$ cat src/rtl/pc_fetch.sv
// Program counter and IF/ID pipeline register for a single-issue fetch stage.
// Redirects come from the instruction in ID; fetched words land in ID one cycle later.
module pc_fetch #(
  parameter logic [31:0] RESET_PC  = 32'h0000_0000,
  parameter int          MEM_BYTES = 256
) (
  input  logic        clk,
  input  logic        rst,
  input  logic        stall,
  input  logic        branch_en,
  input  logic [15:0] branch_imm,
  input  logic        jump_en,
  input  logic [25:0] jump_idx,
  output logic [31:0] imem_addr,
  input  logic [31:0] imem_data,
  output logic [31:0] id_instr,
  output logic [31:0] id_pc4,
  output logic        id_valid,
  output logic        addr_err
);

  localparam logic [31:0] LAST_WORD = 32'(MEM_BYTES - 4);

  logic [31:0] pc;
  logic [31:0] pc_plus4;
  logic [31:0] branch_target;
  logic [31:0] jump_target;
  logic        take_jump;
  logic        take_branch;

  assign imem_addr = pc;
  assign addr_err  = (pc[1:0] != 2'b00) || (pc > LAST_WORD);
  assign pc_plus4  = pc + 32'd4;

  assign branch_target = id_pc4 + {{14{branch_imm[15]}}, branch_imm, 2'b00};
  assign jump_target   = {id_pc4[31:28], jump_idx, 2'b00};

  // A bubble in ID carries no instruction, so it can never redirect fetch.
  assign take_jump   = jump_en & id_valid;
  assign take_branch = branch_en & id_valid & ~take_jump;

  always_ff @(posedge clk) begin
    if (rst) begin
      pc       <= RESET_PC;
      id_instr <= 32'd0;
      id_pc4   <= 32'd0;
      id_valid <= 1'b0;
    end else if (take_jump || take_branch) begin
      pc       <= take_jump ? jump_target : branch_target;
      id_instr <= 32'd0;
      id_pc4   <= 32'd0;
      id_valid <= 1'b0;
    end else if (!stall) begin
      pc       <= pc_plus4;
      id_instr <= addr_err ? 32'd0 : imem_data;
      id_pc4   <= pc_plus4;
      id_valid <= ~addr_err;
    end
  end

endmodule

$ cat config.mk
export PLATFORM = sky130hd
export DESIGN_NAME = pc_fetch
export DESIGN_NICKNAME = d
export VERILOG_FILES = /design/src/rtl/pc_fetch.sv
export SDC_FILE = /design/constraint.sdc
export NUM_CORES = 1
export LEC_CHECK = 0
export CORE_MARGIN = 3
export CORE_UTILIZATION = 54
export CTS_CLUSTER_SIZE = 28
export DETAILED_ROUTE_END_ITERATION = 10
export HOLD_SLACK_MARGIN = 0.1
export PLACE_DENSITY = 0.88
export SLEW_MARGIN = 0
export SYNTH_ARGS = -nofsm -noshare
export SYNTH_HDL_FRONTEND = slang
export SYNTH_SLANG_ARGS = --single-unit
$ cat constraint.sdc
create_clock -name clk -period 5.2 [get_ports clk]
set_clock_uncertainty 0.15 [all_clocks]
set_input_delay 0.52 -clock clk [delete_from_list [all_inputs] [get_ports clk]]
set_output_delay 0.52 -clock clk [all_outputs]
set_load 0.02 [all_outputs]
==> results.sh <==
export IMPL_netlist_instances=900
export IMPL_post_drt_wl_per_cell_um=17.8
export IMPL_clk_latency_ns=0.36
export IMPL_final_cell_mix="175 x nor2_1, 175 x clkdlybuf4s50_1, 97 x dfxtp_1"
export IMPL_min_period_over_period_pct=70.2
export IMPL_grt_use_total_pct=30.4
export IMPL_hold_class="reg -> reg"
export IMPL_rsz0062_at_grt="no"
export IMPL_dpl_hpwl_mm=15.4
export IMPL_die_h_um=117
export IMPL_start_util_pct=56.8
export IMPL_grt_max_degree=106
export IMPL_cts_buffer_depth=2
export IMPL_syn_num_nets=1010
export IMPL_core_area_sq_mm=0.0117
export IMPL_ys_ff_latch=97
export IMPL_area_growth_pct=30.8
export IMPL_ys_warn_count=0
export IMPL_powerDensity_mw_per_mm2=379
export IMPL_cap_violations=0
export IMPL_crit_path_cell_trace="clkdlybuf4s50_1 -> ha_1 -> a21oi_1 -> a21boi_0 -> a311oi_1 -> nor3_1 -> o41a_1 -> a221oi_1 -> a211oi_1"
export IMPL_drt_pass1_iter_count=5
export IMPL_die_w_um=117
export IMPL_leakagePower_uw=0.00339
export IMPL_min_period_ns=3.65
export IMPL_layout_drive_gt1_share_pct=3.95
export IMPL_timing_final_max_slew_violations=0
export IMPL_critPathMaxFanout=19
export IMPL_worstSetupPathType="in -> reg"
export IMPL_antenna_found_initial=0
export IMPL_htreeDepth=3
export IMPL_hold_depth=2
export IMPL_vias_per_cell=6.01
export IMPL_ys_seq_area_share_pct=29.2
export IMPL_hp_start="id_instr[21]"
export IMPL_max_stage_delay_ns=0.82
export IMPL_hold_viol=0
export IMPL_ir_drop_v=0.000340
export IMPL_ys_types=67
export IMPL_die_area_sq_mm=0.0137
export IMPL_r2r_cells=9
export IMPL_crit_reg2reg_launch="id_pc4[2]"
export IMPL_cts_clk_slew_worst_paths_ns=0.07
export IMPL_antennaDiodeCount=0
export IMPL_status="complete, no violations"
export IMPL_drt_initial_drc_count=666
export IMPL_holdBufCountCts=0
export IMPL_nNetsFinal=1143
export IMPL_cp_arrival_ns=3.72
export IMPL_grt_ovfl_total=0
export IMPL_cts_sinks=97
export IMPL_yosys_most_used_dff="dfxtp_1"
export IMPL_cts_resized=0
export IMPL_ctsRootBufferMaster="clkbuf_16"
export IMPL_setup_viol=0
export IMPL_portBuffers=176
export IMPL_drc=0
export IMPL_synthArstFlopShare_pct=0
export IMPL_min_to="id_instr[21]"
export IMPL_worst_slack_ns=1.55
export IMPL_slew_headroom_pct=29.2
export IMPL_reg2reg_slack_ns=2.11
export IMPL_dr_total_vias=7091
export IMPL_r2r_end="imem_addr[14]"
export IMPL_synth_avg_cell_area_sq_um=7.39
export IMPL_cts_buffers_inserted=9
export IMPL_critical_path_required_ns=5.27
export IMPL_ios=177
export IMPL_grt_pass1_wl_mm=32.9
export IMPL_pre_cts_slack_ns=1.26
export IMPL_n_fill_cell=938
export IMPL_tns_ns=0
export IMPL_critPathLaunchType="input pin"
export IMPL_cpMaxStageDelayCell="clkdlybuf4s50_1"
export IMPL_postCtsSetupRepairBufs=0
export IMPL_fmax_mhz=274
export IMPL_synth_area_sq_mm=0.00665
export IMPL_grt_pass1_vias=6535
export IMPL_wirelength_mm=21.0
export IMPL_ant_nets=0
export IMPL_worst_pin_slew_ns=1.06
export IMPL_synth_edf_count=0
export IMPL_cts_tree="yes"
export IMPL_routabilityCongestion=0.936
export IMPL_core_rowCount=39
export IMPL_critPathCaptureType="flip-flop"
## sequential cells by signal, summed over array words and instances, names as in the netlist
name and count:
id_instr 32, id_pc4 32, imem_addr 32, id_valid 1
## worst max path at each step
stage	startpoint	to	slack, ns	cells after the start
floorplan	branch_imm[0]	imem_addr[24]	2.45	9
finish	branch_imm[15]	imem_addr[25]	1.55	9
CTS	branch_imm[15]	imem_addr[25]	1.63	9
global placement	branch_imm[15]	imem_addr[25]	1.28	9
detailed placement	branch_imm[15]	imem_addr[25]	1.26	9
global route	branch_imm[15]	imem_addr[25]	1.36	9
## synth_stat cells (16+ instances only)
| cell | count | share of area (%) |
|---|---|---|
| nor2_1 | 176 | 9.9 |
| xnor2_1 | 43 | 5.7 |
| xor2_1 | 25 | 3.3 |
| mux2i_1 | 16 | 2.4 |
| clkbuf_1 | 37 | 2.1 |
| nor3_1 | 16 | 1.2 |
| ha_1 | 30 | 5.6 |
| a211oi_1 | 16 | 1.8 |
| o21ai_0 | 32 | 2.4 |
| nand3_1 | 20 | 1.5 |
| a21oi_1 | 89 | 6.7 |
| dfxtp_1 | 97 | 29 |
| nand2_1 | 92 | 5.2 |
| a21o_1 | 18 | 2.0 |
## power by group
group,internal [uW],total (uW),switching [uW]
Clock,378,692,314
Combinational,657,1560,900
Sequential,875,1050,173
Total,1910,3300,1390
## per-stage QoR
step	hold slack, ns	instance area, sq um	utilization [%]	power (uW)	std cells
after global placement	0.312	8400	71.7	2580	1165
after detailed placement	0.326	8400	71.7	2600	1165
final	0.336	8700	74.3	3300	1180
after CTS	0.342	8700	74.3	3300	1180
after global routing	0.366	8700	74.3	3500	1180
after floorplan	0.358	6650	-	2010	900
## final cells by class
| class | count | area, sq um | area share (%) |
|---|---|---|---|
| clock buffer | 9 | 225 | 2.59 |
| clock inverter | 6 | 76.3 | 0.877 |
| inverter | 10 | 37.5 | 0.432 |
| multi-input combinational | 732 | 4430 | 50.9 |
| sequential | 97 | 1940 | 22.3 |
| tap | 143 | 179 | 2.06 |
| timing repair buffer | 183 | 1810 | 20.8 |
## cells by family after synthesis
group | share of synthesized area [%]
AOI/OAI and AO/OA | 21.6
adders and majority gates | 5.94
and+or+nand+nor | 27.5
DFF | 29.2
buffers and inverters | 4.40
muxes | 2.41
xor gates and xnor gates | 8.95
## per-layer routing
layer  vias to the layer above  global-route usage, %  wire (um)
li1                       3435                      -          -
met1                      3308                   40.9       9090
met2                       311                   48.4       9690
met3                        37                   7.56       1730
met4                         0                   8.72        456
met5                         -                      0          0
## worst max-delay path, delay by kind of cell
family | cells | cell delay (ns)
AOI/OAI and AO/OA | 6 | 1.58
adders and majority gates | 1 | 0.63
and+or+nand+nor | 1 | 0.16
buffers and inverters | 1 | 0.82
(Power assumes the default switching activity.)
